<file path="src/rtl/ps2_host_tx.sv">
// Host-to-device PS/2 transmitter: inhibit, request-to-send, device-clocked
// shifting of an 8-bit command with odd parity and stop bit, ack check and
// a watchdog covering everything after the inhibit phase.
module ps2_host_tx #(
    parameter int INHIBIT_CYCLES  = 2864,
    parameter int WATCHDOG_CYCLES = 429540
) (
    input  logic       clk,
    input  logic       reset,
    input  logic [7:0] data,
    input  logic       send,
    output logic       busy,
    output logic       done,
    output logic       error,
    input  logic       ps2_clk_in,
    input  logic       ps2_dat_in,
    output logic       ps2_clk_oe,
    output logic       ps2_dat_oe
);
    localparam int IW = (INHIBIT_CYCLES  < 1) ? 1 : $clog2(INHIBIT_CYCLES + 1);
    localparam int WW = (WATCHDOG_CYCLES < 1) ? 1 : $clog2(WATCHDOG_CYCLES + 1);

    typedef enum logic [2:0] {
        S_IDLE,
        S_INHIBIT,
        S_RTS,
        S_SHIFT,
        S_ACK,
        S_WAIT_IDLE
    } state_t;

    state_t        state_q, state_d;
    logic [1:0]    clk_sync_q, clk_sync_d;
    logic [1:0]    dat_sync_q, dat_sync_d;
    logic          clk_prev_q, clk_prev_d;
    logic [7:0]    byte_q, byte_d;
    logic          par_q, par_d;
    logic [3:0]    bit_q, bit_d;
    logic [IW-1:0] inh_q, inh_d;
    logic [WW-1:0] wd_q, wd_d;

    logic          clk_s, dat_s, fe, wd_run;
    logic [9:0]    frame;

    assign clk_s = clk_sync_q[1];
    assign dat_s = dat_sync_q[1];
    // Falling edge of the synchronised clock line, valid for one cycle.
    assign fe    = clk_prev_q & ~clk_s;
    // Bits presented after each device falling edge: data LSB first, parity, stop.
    assign frame = {1'b1, par_q, byte_q};

    // Next-state, counters and pin drive; the watchdog overrides everything.
    always_comb begin
        state_d    = state_q;
        clk_sync_d = {clk_sync_q[0], ps2_clk_in};
        dat_sync_d = {dat_sync_q[0], ps2_dat_in};
        clk_prev_d = clk_s;
        byte_d     = byte_q;
        par_d      = par_q;
        bit_d      = bit_q;
        inh_d      = inh_q;
        wd_d       = wd_q;
        busy       = (state_q != S_IDLE);
        done       = 1'b0;
        error      = 1'b0;
        ps2_clk_oe = 1'b0;
        ps2_dat_oe = 1'b0;

        wd_run = (state_q == S_RTS) || (state_q == S_SHIFT) ||
                 (state_q == S_ACK) || (state_q == S_WAIT_IDLE);
        if (wd_run && (wd_q != '0)) wd_d = wd_q - WW'(1);

        case (state_q)
            S_IDLE: begin
                if (send) begin
                    byte_d  = data;
                    par_d   = ~^data;
                    bit_d   = 4'd0;
                    inh_d   = IW'(INHIBIT_CYCLES);
                    state_d = S_INHIBIT;
                end
            end
            S_INHIBIT: begin
                ps2_clk_oe = 1'b1;
                // Leave on the edge where the count reaches zero, so the clock
                // line is held for exactly INHIBIT_CYCLES cycles.
                if (inh_q > IW'(1)) begin
                    inh_d = inh_q - IW'(1);
                end else begin
                    inh_d   = '0;
                    wd_d    = WW'(WATCHDOG_CYCLES);
                    state_d = S_RTS;
                end
            end
            S_RTS: begin
                ps2_dat_oe = 1'b1;
                if (fe) begin
                    bit_d   = 4'd0;
                    state_d = S_SHIFT;
                end
            end
            S_SHIFT: begin
                ps2_dat_oe = ~frame[bit_q];
                if (fe) begin
                    bit_d = bit_q + 4'd1;
                    // Parity was on the line; this edge presents the stop bit,
                    // which is simply the released line in ACK.
                    if (bit_q == 4'd8) state_d = S_ACK;
                end
            end
            S_ACK: begin
                if (fe) begin
                    if (dat_s) begin
                        error   = 1'b1;
                        state_d = S_IDLE;
                    end else begin
                        state_d = S_WAIT_IDLE;
                    end
                end
            end
            S_WAIT_IDLE: begin
                if (clk_s && dat_s) begin
                    done    = 1'b1;
                    state_d = S_IDLE;
                end
            end
            default: state_d = S_IDLE;
        endcase

        if (wd_run && (wd_q == '0)) begin
            done       = 1'b0;
            error      = 1'b1;
            ps2_clk_oe = 1'b0;
            ps2_dat_oe = 1'b0;
            state_d    = S_IDLE;
        end
    end

    // State and datapath registers; synchronisers reset to the idle-high line level.
    always_ff @(posedge clk) begin
        if (reset) begin
            state_q    <= S_IDLE;
            clk_sync_q <= 2'b11;
            dat_sync_q <= 2'b11;
            clk_prev_q <= 1'b1;
            byte_q     <= '0;
            par_q      <= 1'b0;
            bit_q      <= '0;
            inh_q      <= '0;
            wd_q       <= '0;
        end else begin
            state_q    <= state_d;
            clk_sync_q <= clk_sync_d;
            dat_sync_q <= dat_sync_d;
            clk_prev_q <= clk_prev_d;
            byte_q     <= byte_d;
            par_q      <= par_d;
            bit_q      <= bit_d;
            inh_q      <= inh_d;
            wd_q       <= wd_d;
        end
    end
endmodule

</file>
<file path="config.mk">
export PLATFORM = sky130hd
export DESIGN_NAME = ps2_host_tx
export DESIGN_NICKNAME = d
export VERILOG_FILES = /design/src/rtl/ps2_host_tx.sv
export SDC_FILE = /design/constraint.sdc
export NUM_CORES = 1
export LEC_CHECK = 0
export CAP_MARGIN = 20
export CORE_UTILIZATION = 53
export CTS_CLUSTER_DIAMETER = 200
export DETAILED_ROUTE_END_ITERATION = 8
export PLACE_DENSITY_LB_ADDON = 0.1
export SYNTH_ARGS = -nofsm -noshare
export SYNTH_HDL_FRONTEND = slang
export SYNTH_SLANG_ARGS = --single-unit
</file>
<file path="constraint.sdc">
create_clock -name clk -period 3.03 [get_ports clk]
set_clock_uncertainty 0.1 [all_clocks]
set_input_delay 0.7575 -clock clk [delete_from_list [all_inputs] [get_ports clk]]
set_output_delay 0.7575 -clock clk [all_outputs]
set_load 0.02 [all_outputs]
</file>
==> metrics.md <==
| Metric | Value |
|---|---|
| Share of total power in the clock network | 0.106 |
| GPL Wtd Cong | 0.863 |
| Ys flop type | dfxtp_1 |
| Maximum vdd drop | 569 µV |
| Final nets | 385 |
| Hold WS | 0.314 ns |
| Post-synth ARST share | 0 |
| Die footprint | 5540 µm² |
| CTS Buffer Depth | 2 |
| Seq/Total Area, Yosys | 0.374 |
| TritonCTS Sinks | 52 |
| Final hold viol count | 0 |
| Post-synthesis cell area | 2780 µm² |
| Share of post-route cells with drive strength above 1 | 0.145 |
| Distinct cells, synth | 56 |
| Number of DRC markers in iteration 0 | 104 |
| Die height | 74.4 µm |
| Critical Path End | error |
| Commonest cells post-synth | dfxtp_1 (52), nand2_1 (34), nor2_1 (30), a21oi_1 (26), xnor2_1 (19) |
| Switching pwr | 1570 µW |
| Number of hold buffers added after CTS | 0 |
| Die W | 74.4 µm |
| Period minus WS final | 2.92 ns |
| Initial antenna violation count | 0 |
| Synth area leader | dfxtp_1 |
| P_int | 1980 µW |
| PnR Total Power | 3550 µW |
| Dpl hpwl | 4510 µm |
| Slew HR | 0.578 |
| Via count | 2498 |
| Fin crit share | 0.963 |
| TritonRoute pass-1 iters | 4 |
| Register-to-register path setup slack | 0.53 ns |
| Met1 usage | 0.317 |
| H-tree lvl count | 2 |
| Largest net degree at the start of global routing | 32 |
| Synthesized flop and latch total | 52 |
| Placed Cells | 428 |
| Min-delay src | clk_sync_q[0] |
| Crit-path max FO | 3 |
| Seq pwr share | 0.291 |
| Syn. warnings | 0 |
| # IOs | 18 |
| Most instantiated library cell after synthesis | dfxtp_1 |
| Area share of the largest cell type after synthesis | 0.374 |
| Slew Limit Fails | 0 |
| Port Buffers | 17 |
| M3 GR Usage | 0.0434 |
| Combinational Power Share | 0.603 |
| Worst hold path class | reg2reg |
| Syn nets | 354 |
| CTS root buf | clkbuf_8 |
| Setup violators final | 0 |
| Via density | 5.73 |
| Final ANT Viol Nets | 0 |
| CTS tree | done |
| Clk slew on worst S/H paths | 0.09 ns |
| RSZ-0062 raised after global routing | false |
| GRT Util Overall | 0.246 |
| Initial Utilization | 0.548 |
| CP startpoint | wd_q[0] |
| R2r startpoint | inh_q[7] |
| Slew @ Worst Pin | 0.627 ns |
| Final Core Density | 0.635 |
| Critical path type | reg2out |
| Fmax | 343 MHz |
| FP Rows | 26 |
| DRC viols | 0 |
| Placeable Area | 5070 µm² |
| Area grow syn2layout | 15.8% |
| WL/cell | 14.0 µm |
| First-pass GRT wire length | 10400 µm |
| Diode count | 0 |
| Cts bufs inserted | 5 |
| Startpoint types | register |
| GR peak layer | met2 |
| Post-synth EDFFs | 0 |
| Status | completed |
| Synth top area cells | dfxtp_1 (37%), xnor2_1 (6.0%), a21oi_1 (4.7%), nand2_1 (4.6%), nor2_1 (4.0%) |
| Leakage power | 0.00120 µW |
| Number of global-route vias before repair | 2296 |
| Congestion Overflow GR | 0 |
| Max-Cap Viols | 0 |
| Post-route insts no fill | 436 |
| CP Capture Type | output port |
| R2r endpoint | wd_q[12] |
| Worst reg-to-reg path cell count | 5 |
| Routed WL | 6110 µm |
| Setup_tns | 0 ns |
| Worst skew pair latency | 0.30 ns |
| CP Data Arrival Time | 2.06 ns |
| Pwr dens | 1100 nW/µm² |
| Sw Ratio | 0.443 |
| Synthesized area per cell | 8.30 µm² |
| M2 GR Usage | 0.413 |
| WP data required | 2.17 ns |
| Post-synthesis cell count | 335 |
[through the flow]
step                setup slack [ns]  cell area, µm²
CTS                           0.0235            3210
global route                 0.00141            3220
floorplan                     0.0722            2780
global placement              -0.164            3140
finish                         0.112            3220
detailed placement            -0.168            3140
[cell type report]
| cell class | instances | area [µm²] |
|---|---|---|
| Sequential cell | 52 | 1040 |
| Clock buffer | 6 | 72.6 |
| Clock inverter | 1 | 5.00 |
| Inverter | 11 | 41.3 |
| Tap cell | 70 | 87.6 |
| Fill cell | 470 | 1850 |
| Timing Repair Buffer | 40 | 334 |
| Multi-Input combinational cell | 256 | 1640 |
[placed cells by master (no fill, tap or decap), types with 3 or more instances in the layout]
master	instances
dfxtp_1	52
a311oi_1	4
nand2b_1	3
a211oi_1	7
a21oi_1	26
nor2_1	30
xnor2_1	19
inv_1	11
nor4_1	4
o21ai_0	15
buf_4	23
ha_1	6
nor3_1	16
clkdlybuf4s50_1	14
or2_2	7
nand3_1	4
nor3b_1	6
nand2_1	34
a31oi_1	5
o22ai_1	3
and2_1	3
or3_1	11
nand4_1	3
or4_1	4
clkbuf_8	5
[worst min-delay path by stage]
stage | end | slack [ns] | cells past startpoint
after floorplan | clk_sync_q[1] | 0.29 | 1
after detailed placement | clk_sync_q[1] | 0.29 | 1
after global placement | clk_sync_q[1] | 0.29 | 1
after CTS | clk_sync_q[1] | 0.32 | 1
final | clk_sync_q[1] | 0.31 | 1
after global routing | clk_sync_q[1] | 0.32 | 1
[cells by family (layout without fill, tap and decap cells)]
| group | Yosys count | count (layout) | share of synthesized area |
|---|---|---|---|
| compound gates | 78 | 78 | 0.179 |
| xor+xnor | 21 | 21 | 0.0661 |
| fa+ha+maj | 6 | 6 | 0.0270 |
| buf+inv | 27 | 58 | 0.0409 |
| flops | 52 | 52 | 0.374 |
| mux | 5 | 5 | 0.0279 |
| simple gates | 146 | 146 | 0.285 |
[worst max-delay path, stage by stage (launching register included)]
cell     delay (ns)
dfxtp_1        0.32
inv_1          0.07
ha_1           0.16
or4b_4         0.48
nor3_4         0.17
and2_4         0.18
o21ai_0        0.07
o21ai_0        0.11
buf_4          0.19
[power groups by stage]
stage / registers (µW) / clock network (µW) / logic [µW]
2_1_floorplan: 997 / 0 / 1400
3_5_place_dp: 1050 / 0 / 2020
3_3_place_gp: 1040 / 0 / 2000
5_1_grt: 1060 / 420 / 2380
6_report: 1030 / 377 / 2140
4_1_cts: 1030 / 387 / 2110
[metal layers]
| metal | share of wire | routed length, µm |
|---|---|---|
| met5 | 0 | 0 |
| met3 | 0.033 | 201 |
| met2 | 0.50 | 3070 |
| met1 | 0.45 | 2770 |
| met4 | 0.011 | 70 |
[repair_timing]
action                                 4_1_cts  5_1_grt
gates resized for setup                     18        1
setup buffers                                0        1
endpoints found under the hold margin        0        0
setup endpoints to repair                    3        3
pin swaps                                    1        1
[state kept, by name, indices dropped and copies added (netlist names)]
name,cells
wd_q,19
inh_q,12
byte_q,8
dat_sync_q,2
bit_q,4
par_q,1
clk_prev_q,1
clk_sync_q,2
state_q,3
No activity file was read; power rests on OpenSTA's default activity.
